==> config.mk <==
export PLATFORM = sky130hd
export DESIGN_NAME = squid_error_corrector
export DESIGN_NICKNAME = d
export VERILOG_FILES = /design/src/rtl/squid_error_corrector.sv
export SDC_FILE = /design/constraint.sdc
export NUM_CORES = 1
export LEC_CHECK = 0
export CELL_PAD_IN_SITES_DETAIL_PLACEMENT = 1
export CELL_PAD_IN_SITES_GLOBAL_PLACEMENT = 2
export CORE_MARGIN = 1.5
export CORE_UTILIZATION = 33
export CTS_CLUSTER_SIZE = 20
export DETAILED_ROUTE_END_ITERATION = 7
export GPL_TIMING_DRIVEN = 1
export PLACE_DENSITY_LB_ADDON = 0.1
export SLEW_MARGIN = 20
export SYNTH_ARGS = -nofsm -noshare
export SYNTH_HDL_FRONTEND = slang
export SYNTH_SLANG_ARGS = --single-unit
==> constraint.sdc <==
create_clock -name clk -period 6.5 [get_ports clk]
set_input_delay 1.3 -clock clk [delete_from_list [all_inputs] [get_ports clk]]
set_output_delay 1.3 -clock clk [all_outputs]
set_load 0.02 [all_outputs]
==> src/rtl/squid_error_corrector.sv <==
// squid_error_corrector
//   Final stage of the GF(16) symbol decoder. Accepts the received 8-symbol
//   codeword together with the Forney magnitudes and the one-hot Chien error
//   location. It classifies the word as NE / CE / DUE, XOR-corrects the
//   located symbol, and returns the result through a 2-stage valid/ready
//   pipeline. Saturating CE / DUE counters track delivered beats.
//
// Ports
//   clk, rst       clock (rising edge), asynchronous active-high reset
//   in_valid/in_ready, in_codeword, in_magnitude[NUM_SYM], in_err_loc,
//   in_synd_zero   input beat
//   out_valid/out_ready, out_codeword, out_status, out_err_sym
//                  corrected output beat (status 00 NE, 01 CE, 10 DUE)
//   ce_count, due_count  saturating counts of delivered CE / DUE beats
//   cnt_clear      synchronous clear of both counters (wins over increment)
//
// Handshake: a beat moves across an interface in the cycle where valid and
//   ready are both high. A producer holds valid and its payload steady until
//   that happens; out_* therefore stay stable while out_valid && !out_ready.
//   in_ready depends combinationally on out_ready.

module squid_error_corrector #(
  parameter int CNT_W   = 16,
  parameter int NUM_SYM = 8,
  parameter int SYM_W   = 4
) (
  input  logic                       clk,
  input  logic                       rst,
  input  logic                       in_valid,
  output logic                       in_ready,
  input  logic [NUM_SYM*SYM_W-1:0]   in_codeword,
  input  logic [SYM_W-1:0]           in_magnitude [NUM_SYM-1:0],
  input  logic [NUM_SYM-1:0]         in_err_loc,
  input  logic                       in_synd_zero,
  output logic                       out_valid,
  input  logic                       out_ready,
  output logic [NUM_SYM*SYM_W-1:0]   out_codeword,
  output logic [1:0]                 out_status,
  output logic [$clog2(NUM_SYM)-1:0] out_err_sym,
  output logic [CNT_W-1:0]           ce_count,
  output logic [CNT_W-1:0]           due_count,
  input  logic                       cnt_clear
);

  localparam int CW_W  = NUM_SYM * SYM_W;
  localparam int IDX_W = $clog2(NUM_SYM);

  localparam logic [1:0] ST_NE  = 2'b00;
  localparam logic [1:0] ST_CE  = 2'b01;
  localparam logic [1:0] ST_DUE = 2'b10;

  localparam logic [CNT_W-1:0] CNT_MAX = '1;

  // Stage 1: raw capture of the input beat
  logic                 s1_valid;
  logic [CW_W-1:0]      s1_codeword;
  logic [SYM_W-1:0]     s1_magnitude [NUM_SYM-1:0];
  logic [NUM_SYM-1:0]   s1_err_loc;
  logic                 s1_synd_zero;

  // Classification / correction result of the word held in stage 1
  logic                 loc_onehot;
  logic [IDX_W-1:0]     loc_idx;
  logic [SYM_W-1:0]     loc_mag;
  logic [CW_W-1:0]      fix_mask;
  logic [CW_W-1:0]      res_codeword;
  logic [1:0]           res_status;
  logic [IDX_W-1:0]     res_err_sym;

  logic in_xfer;
  logic out_xfer;
  logic s2_load;

  // Stage 1 may accept when it is empty or when it empties into the output
  // stage this same cycle, which gives full throughput with no bubble.
  assign in_ready = !s1_valid || !out_valid || out_ready;
  assign in_xfer  = in_valid && in_ready;
  assign out_xfer = out_valid && out_ready;
  assign s2_load  = s1_valid && (!out_valid || out_ready);

  always_ff @(posedge clk or posedge rst) begin
    if (rst) begin
      s1_valid     <= 1'b0;
      s1_codeword  <= '0;
      s1_err_loc   <= '0;
      s1_synd_zero <= 1'b0;
      for (int i = 0; i < NUM_SYM; i++) s1_magnitude[i] <= '0;
    end else begin
      if (in_xfer) begin
        s1_valid     <= 1'b1;
        s1_codeword  <= in_codeword;
        s1_magnitude <= in_magnitude;
        s1_err_loc   <= in_err_loc;
        s1_synd_zero <= in_synd_zero;
      end else if (s2_load) begin
        s1_valid <= 1'b0;
      end
    end
  end

  always_comb begin
    // A single located symbol: non-zero and a power of two.
    loc_onehot = (s1_err_loc != '0) &&
                 ((s1_err_loc & (s1_err_loc - NUM_SYM'(1))) == '0);
    loc_idx  = '0;
    fix_mask = '0;
    for (int i = 0; i < NUM_SYM; i++) begin
      if (s1_err_loc[i]) begin
        loc_idx = IDX_W'(i);
        fix_mask[i*SYM_W +: SYM_W] = s1_magnitude[i];
      end
    end
    loc_mag = s1_magnitude[loc_idx];

    res_codeword = s1_codeword;
    res_status   = ST_NE;
    res_err_sym  = '0;
    if (!s1_synd_zero) begin
      // A zero magnitude at the located root means Chien and Forney
      // disagree, so the word is not trusted as correctable.
      if (loc_onehot && (loc_mag != '0)) begin
        res_codeword = s1_codeword ^ fix_mask;
        res_status   = ST_CE;
        res_err_sym  = loc_idx;
      end else begin
        res_status = ST_DUE;
      end
    end
  end

  // Stage 2: output registers
  always_ff @(posedge clk or posedge rst) begin
    if (rst) begin
      out_valid    <= 1'b0;
      out_codeword <= '0;
      out_status   <= ST_NE;
      out_err_sym  <= '0;
    end else begin
      if (s2_load) begin
        out_valid    <= 1'b1;
        out_codeword <= res_codeword;
        out_status   <= res_status;
        out_err_sym  <= res_err_sym;
      end else if (out_ready) begin
        out_valid <= 1'b0;
      end
    end
  end

  // Event counters count delivered beats, not computed ones.
  always_ff @(posedge clk or posedge rst) begin
    if (rst) begin
      ce_count  <= '0;
      due_count <= '0;
    end else if (cnt_clear) begin
      ce_count  <= '0;
      due_count <= '0;
    end else if (out_xfer) begin
      if ((out_status == ST_CE) && (ce_count != CNT_MAX))
        ce_count <= ce_count + CNT_W'(1);
      if ((out_status == ST_DUE) && (due_count != CNT_MAX))
        due_count <= due_count + CNT_W'(1);
    end
  end

endmodule

==> results of run 1 <==
tightest hold or removal path: stages, from the launching register on:
cell and delay, ps:
dfrtp_1 340, nand2_1 50, o21ai_0 60
worst min-delay path by stage:
| stage | start | to | slack, ps | cells after the start |
|---|---|---|---|---|
| 3_3_place_gp | out_codeword[28] | out_codeword[28] | 470 | 2 |
| 2_1_floorplan | s1_valid | out_valid | 470 | 1 |
| 5_1_grt | out_codeword[25] | out_codeword[25] | 530 | 2 |
| 6_report | out_codeword[28] | out_codeword[28] | 480 | 2 |
| 3_5_place_dp | out_codeword[23] | out_codeword[23] | 470 | 2 |
| 4_1_cts | out_codeword[23] | out_codeword[23] | 490 | 2 |
cells in the final DEF, fill, tap and decap left out, types with 5 or more instances in the layout:
| cell type | netlist | final |
|---|---|---|
| nor3_1 | 6 | 6 |
| nand2b_1 | 5 | 5 |
| o21ai_0 | 33 | 33 |
| nand4b_1 | 21 | 21 |
| o211ai_1 | 15 | 15 |
| nor2_1 | 60 | 60 |
| dfrtp_1 | 144 | 144 |
| nand2_1 | 39 | 38 |
| or3_1 | 19 | 19 |
| mux2_2 | 73 | 73 |
| nor4_1 | 6 | 6 |
| buf_4 | 2 | 5 |
| xor2_1 | 32 | 32 |
| xnor2_1 | 6 | 6 |
| a31oi_1 | 22 | 22 |
| clkdlybuf4s50_1 | 0 | 148 |
| inv_1 | 6 | 5 |
| and4_1 | 7 | 7 |
| clkbuf_16 | 0 | 17 |
| o21ai_1 | 5 | 5 |
| and3_1 | 6 | 6 |
| a21oi_1 | 5 | 5 |
area by class of cell:
| type | instances | area, um2 |
|---|---|---|
| clock inverter | 9 | 135.1 |
| multi-input combinational | 421 | 3045 |
| clock buffer | 22 | 454.2 |
| inverter | 6 | 27.53 |
| sequential | 144 | 3603 |
| tap | 270 | 337.8 |
| fill | 2180 | 11110 |
| timing repair buffer | 153 | 1519 |
per-stage QoR:
step,hold slack [ps],instances,worst slack (ps),cell area (um2)
floorplan,470.8,606,1334,6828
global placement,466.9,994,2518,8533
detailed placement,474.4,994,2483,8533
CTS,487.9,1025,2476,9123
global route,526.8,1025,2414,9123
finish,482.6,1025,2464,9123
power by group:
group | internal (mW) | switching (mW) | leakage [nW] | total [mW]
Sequential | 1.01 | 0.103 | 1.75 | 1.12
Clock | 0.613 | 0.374 | 0.288 | 0.988
Combinational | 0.244 | 0.230 | 1.51 | 0.475
Total | 1.87 | 0.708 | 3.55 | 2.58
state kept, by name, indices dropped and copies added (netlist names):
name and count:
s1_magnitude 32, s1_codeword 32, s1_err_loc 8, out_codeword 32, out_valid 1, due_count 16
out_err_sym 3, ce_count 16, s1_synd_zero 1, out_status 2, s1_valid 1
kinds of logic after synthesis:
kind of cell	Yosys count	share of synthesized area (%)
and+or+nand+nor	201	16.33
DFF	144	52.78
AOI/OAI and AO/OA	102	10.15
muxes	77	12.63
buffers and inverters	41	2.730
xor gates and xnor gates	38	4.874
adders and majority gates	3	0.5130
layer usage:
layer	global-route usage, %	vias up	part of all wire (%)
li1	-	2479	-
met1	21.92	2624	45
met2	29.36	104	49
met3	3.944	19	4.4
met4	5.758	0	1.6
met5	0	-	0
==> results.toml, run 1 <==
[status]
outcome = "complete, no violations"

[timing]
period_minus_slack_ps = 4036
finalSetupViolCount = 0
tns_ps = 0
rsz0062_at_grt = "false"
clock_skew_ps = 8.609
worst_pin_slew_ps = 1046
slew_viol_final = 0
fin_crit_sh_pct = 62.09
hold_viol_final = 0
maxSlewHeadroom_pct = 30.26
fmax_ghz = 0.2478

[power]
vdd_ir_drop_max_uv = 172.7
p_total_mw = 2.578
p_leak_nw = 3.549
power_density_nw_per_um2 = 282.5

[job]
maxCapViolCount = 0

[critical_path]
crit_path_frequent_cell = "clkdlybuf4s50_1"
cpMaxStageDelayCell = "clkdlybuf4s50_1"
reg2regPathDepth = 5
worst-path-max-fanout = 6
startpoint = "out_ready"
cp.arrival_ps = 2740
crit_buf_inv = 2
max_stage_delay_ps = 660
crit_path_start_kind = "input port"
r2r-start = "s1_err_loc[1]"
cp_data_required_time_ps = 5200
endpoint = "in_ready"
reg2reg_slack_ps = 3730
endpoint_kind = "output port"
critPathTopFamily = "buffers and inverters"
crit_chain = "clkdlybuf4s50_1, nand3b_1, clkdlybuf4s50_1"
crit_type = "in -> out"
r2r_end = "out_codeword[10]"
cp.depth = 3

[floorplanning]
coreArea_um2 = 20230
fp.dieArea_um2 = 21560
die_h_um = 146.8
ios = 149
start_util_pct = 33.74
die_w_um = 146.8
num_rows = 52

[synthesis]
syn-cell-area_um2 = 6828
synthCells = 606
ys_types = 54
async_flop_share_pct = 100.0
synthTopCellsByArea = "dfrtp_1 53%, mux2_2 12%, xor2_1 4.1%"
synth-seq-cells = 144
synth_seq_area_share_pct = 52.78
synth.most_common_cell = "dfrtp_1"
yosysWarningCount = 0
syn_avg_cell_area_um2 = 11.27
synth_top_cell_area_share_pct = 52.78
synth.largest_area_cell = "dfrtp_1"
synth-edff-count = 0
synthFlopType = "dfrtp_1"
syn-num-nets = 686
synth_commonest_cells = "144 x dfrtp_1, 73 x mux2_2, 60 x nor2_1"

[detailed_routing]
vias = 5226
drc = 0
first_iter_violations = 171
vias_per_cell = 5.099
wl_per_cell_um = 17.67
routed_wl_um = 18110
dr.pass1.iters = 4
ant_nets = 0

[layout]
n_antenna_cell = 0
fin_util_pct = 45.08
drive_gt1_share_pct = 15.89
fin_nets = 823
area_delta_synth_final_pct = 33.61

[clock_tree]
clk_latency_ps = 410
cts_buffers = 17
path_clk_slew_ps = 60
cts_setup_buffers = 0
cts_tree = "done"
ctsHoldBuffers = 0
ctsResizeCount = 0
cts_max_level = 4
cts_sinks = 144
cts_root_buf = "clkbuf_16"
cts.path.max_buffers = 2

[global_routing]
grt_pass1_vias = 5649
grt_pass1_wl_um = 29670
grt_antenna_before_repair = 0
grt_max_degree = 100
track_usage_pct = 17.36
overflow = 0

[placement]
port-buffer-count = 148
hpwl_um = 12500
gp_congestion = 0.7852

[hold_path]
hold_path_class = "reg -> reg"
(Power assumes the default switching activity.)
==> run 2, diff against run 1 <==
clock period = 3.9 ns   (was 6.5 ns; I/O delays follow)
==> run 2 against run 1 <==
Net effect: final cell count grew 0.39%; core utilization increased by 0.36 points; register-to-register slack worse by 2700 ps; critical path depth unchanged; clock skew grew 2.7 ps; critical path type unchanged.
==> results.toml, run 2 (synthesis gave the netlist of run 1 again) <==
[clock_tree]
cts_buffers = 17
cts_sinks = 144
cts_tree = "done"
cts_max_level = 4
ctsHoldBuffers = 0
ctsResizeCount = 0
cts_root_buf = "clkbuf_16"
cts_setup_buffers = 0
path_clk_slew_ps = 60
clk_latency_ps = 420
cts.path.max_buffers = 2

[critical_path]
cp.arrival_ps = 2200
cp_data_required_time_ps = 3120
startpoint = "out_ready"
worst-path-max-fanout = 6
crit_path_start_kind = "input port"
crit_type = "in -> out"
endpoint_kind = "output port"
r2r-start = "s1_err_loc[1]"

[placement]
place_area_um2 = 8567
gp_congestion = 0.7827
hpwl_um = 12640
port-buffer-count = 148

[global_routing]
grt_pass1_wl_um = 30520
grt_antenna_before_repair = 1
grt_max_degree = 145
grt_use_met3_pct = 4.348
top_usage_layer = "met2"
grt_pass1_vias = 5667
grt_use_met2_pct = 30.71
use_met1_pct = 23.02
track_usage_pct = 18.07
overflow = 0

[detailed_routing]
ant_nets = 0
first_iter_violations = 198
vias_per_cell = 5.060
drc = 0
wl_per_cell_um = 17.87
vias = 5207
routed_wl_um = 18390
dr.pass1.iters = 6

[power]
p_total_mw = 4.408
p_leak_nw = 3.578
vdd_ir_drop_max_uv = 265.2
power_density_nw_per_um2 = 479.4

[layout]
area_delta_synth_final_pct = 34.67
fin_nets = 826
drive_gt1_share_pct = 16.73
fillers = 2183
final_common_cell = "clkdlybuf4s50_1"
design_area_um2 = 9195
largestRegisters = "out_codeword: 32 flops, s1_codeword: 32 flops, s1_magnitude: 32 flops"
n_antenna_cell = 0
fin_util_pct = 45.44
mostFrequentLayoutCells = "148 x clkdlybuf4s50_1, 144 x dfrtp_1, 73 x mux2_2"

[hold_path]
hold_start = "out_codeword[28]"
hold_path_class = "reg -> reg"

[timing]
period_minus_slack_ps = 2977
slew_viol_final = 0
rsz0062_at_grt = "false"
hold_viol_final = 0
worst_pin_slew_ps = 973.3
tns_ps = 0
finalSetupViolCount = 0
fin_crit_sh_pct = 76.33
maxSlewHeadroom_pct = 35.11
whs_ps = 486.2
fmax_ghz = 0.3359
clock_skew_ps = 11.33

[floorplanning]
coreArea_um2 = 20230
die_w_um = 146.8
ios = 149
fp.dieArea_um2 = 21560
die_h_um = 146.8
num_rows = 52
start_util_pct = 33.74

[job]
maxCapViolCount = 0

[status]
outcome = "complete, no violations"
## run 2: final timing paths
check                      slack, ps  cells after the start               end
setup / recovery                 920                      3          in_ready
hold / removal                   490                      2  out_codeword[28]
setup reg to reg                1060                      5   out_codeword[1]
hold reg to reg                  490                      2  out_codeword[28]
max in group asynchronous       2300                      3      due_count[1]
min in group asynchronous        850                      3      due_count[5]
## run 2: per-layer routing
metal	part of all wire, %	vias up
met2	50	106
met4	0.97	0
met1	44	2618
met5	0	-
li1	-	2469
met3	4.8	14
## run 2: final cells by class
| type | instances | area (um2) | area share, % |
|---|---|---|---|
| clock buffer | 19 | 442.9 | 4.817 |
| sequential | 144 | 3603 | 39.19 |
| clock inverter | 13 | 185.2 | 2.014 |
| timing repair buffer | 156 | 1554 | 16.90 |
| tap | 270 | 337.8 | 3.674 |
| inverter | 6 | 26.28 | 0.2858 |
| multi-input combinational | 421 | 3045 | 33.12 |
## run 2: metrics by stage
| stage | setup slack (ps) | instances |
|---|---|---|
| detailed placement | 947.6 | 997 |
| floorplan | 1315 | 606 |
| finish | 922.9 | 1029 |
| CTS | 941.1 | 1029 |
| global placement | 953.5 | 997 |
| global route | 853.8 | 1029 |
## run 2: worst max-delay path, stage by stage
cell,delay (ps)
clkdlybuf4s50_1,550
nand3b_1,220
clkdlybuf4s50_1,640
## run 2: report_power, final
group          internal (mW)  switching (mW)
logic                  0.410           0.390
registers               1.69           0.172
clock network           1.09           0.661
==> run 3, diff against run 2 <==
CORE_UTILIZATION = 30   (was 33)
clock period = 2.5 ns   (was 3.9 ns; I/O delays follow)
==> run 3 against run 2 <==
Net effect: final area increased by 2.7%; hold slack got worse by 82 ps; first-iteration DRC count up 5.6%; total power rose by 56%; combinational power grew 72%; core utilization shrank 3.5 points; sequential cell count stayed put; sequential power up 53%; sequential share of layout area is 1.0 points lower; critical path depth did not move; non-clock buffer count rose by 21; critical path type unchanged; critical endpoint unchanged; highest routed layer unchanged.
==> results.toml, run 3 (synthesis gave the netlist of run 1 again) <==
[floorplanning]
num_rows = 55
die_w_um = 153.9
coreArea_um2 = 22500
start_util_pct = 30.34
die_h_um = 153.9
ios = 149
fp.dieArea_um2 = 23670

[detailed_routing]
drc = 0
vias_per_cell = 5.043
vias = 5371
ant_nets = 0
dr.pass1.iters = 4
routed_wl_um = 18970
wl_per_cell_um = 17.81
first_iter_violations = 209

[layout]
fin_cells = 1065
final_common_cell = "clkdlybuf4s50_1"
area_delta_synth_final_pct = 38.30
fin_util_pct = 41.96
fin_nets = 847
n_antenna_cell = 0
mostFrequentLayoutCells = "148 x clkdlybuf4s50_1, 144 x dfrtp_1, 73 x mux2_2"
drive_gt1_share_pct = 18.85
design_area_um2 = 9443
largestRegisters = "out_codeword: 32 flops, s1_codeword: 32 flops, s1_magnitude: 32 flops"

[clock_tree]
path_clk_slew_ps = 60
cts_setup_buffers = 0
clk_latency_ps = 420
cts_sinks = 144
cts.path.max_buffers = 2
cts_tree = "done"
cts_root_buf = "clkbuf_16"
cts_buffers = 17
ctsHoldBuffers = 0
cts_max_level = 4
ctsResizeCount = 0

[timing]
period_minus_slack_ps = 2362
finalSetupViolCount = 0
rsz0062_at_grt = "false"
hold_viol_final = 0
fmax_ghz = 0.4234
fin_crit_sh_pct = 94.48
clock_skew_ps = 16.00
tns_ps = 0
maxSlewHeadroom_pct = 60.89
slew_viol_final = 0
worst_pin_slew_ps = 582.2

[global_routing]
grt_max_degree = 49
grt_pass1_wl_um = 31140
overflow = 0
grt_antenna_before_repair = 0
grt_pass1_vias = 5748
track_usage_pct = 16.77

[critical_path]
worst-path-max-fanout = 6
cp_data_required_time_ps = 2000
crit_type = "in -> out"
cp.arrival_ps = 1860
crit_path_start_kind = "input port"
endpoint_kind = "output port"

[placement]
hpwl_um = 13740
gp_congestion = 0.8250
place_area_um2 = 8840
dp.cells = 1033
port-buffer-count = 148

[power]
power_density_nw_per_um2 = 727.5
vdd_ir_drop_max_uv = 372.2
p_leak_nw = 3.705
p_total_mw = 6.869

[hold_path]
hold_path_class = "in -> async"

[job]
maxCapViolCount = 0

[status]
outcome = "complete, no violations"
run 3: cell count changes in the layout (fill, tap and decap cells not counted):
| cell | change |
|---|---|
| buf_12 | +7 |
| clkinvlp_4 | -1 |
| clkbuf_1 | +1 |
| o31ai_4 | +1 |
| o31ai_2 | -1 |
| inv_6 | +1 |
| buf_4 | +14 |
| bufinv_16 | -1 |
run 3: cell type report:
| type | instances | area, um2 |
|---|---|---|
| Clock buffer | 20 | 446.7 |
| Clock inverter | 12 | 156.4 |
| Fill cell | 2413 | 13060 |
| Inverter | 6 | 26.28 |
| Multi-Input combinational cell | 421 | 3054 |
| Sequential cell | 144 | 3603 |
| Tap cell | 285 | 356.6 |
| Timing Repair Buffer | 177 | 1799 |
run 3: critical path, cell delays in order:
cell	delay [ps]
clkdlybuf4s50_1	560
nand3b_1	180
clkdlybuf4s50_1	620
run 3: worst paths after layout:
path / startpoint / endpoint / slack [ps] / cells past startpoint
min in group clk: out_err_sym[1] / out_err_sym[1] / 490 / 2
hold / removal: rst / out_codeword[23] / 400 / 2
hold reg to reg: out_err_sym[1] / out_err_sym[1] / 490 / 2
setup / recovery: out_ready / in_ready / 140 / 3
max in group asynchronous: rst / s1_magnitude[4] / 1550 / 3
setup reg to reg: s1_err_loc[0] / out_codeword[14] / 230 / 6
run 3: per-layer routing:
metal / track usage (%) / part of all wire, % / vias up
met2: 28.55 / 50 / 98
li1: - / - / 2529
met5: 0 / 0 / -
met1: 21.53 / 46 / 2730
met3: 3.608 / 3.5 / 14
met4: 4.531 / 1.1 / 0
run 3: through the flow:
step	hold WS, ps	setup slack, ps
2_1_floorplan	470.8	195.0
3_3_place_gp	473.0	212.8
3_5_place_dp	478.0	160.4
4_1_cts	387.9	154.7
5_1_grt	413.5	40.77
6_report	404.5	138.1
run 3: power by group:
part / leakage (nW) / switching [mW] / internal, mW / total [mW]
Clock: 0.295 / 1.04 / 1.60 / 2.64
Sequential: 1.75 / 0.218 / 2.63 / 2.85
Combinational: 1.66 / 0.680 / 0.702 / 1.38
Total: 3.70 / 1.93 / 4.94 / 6.87
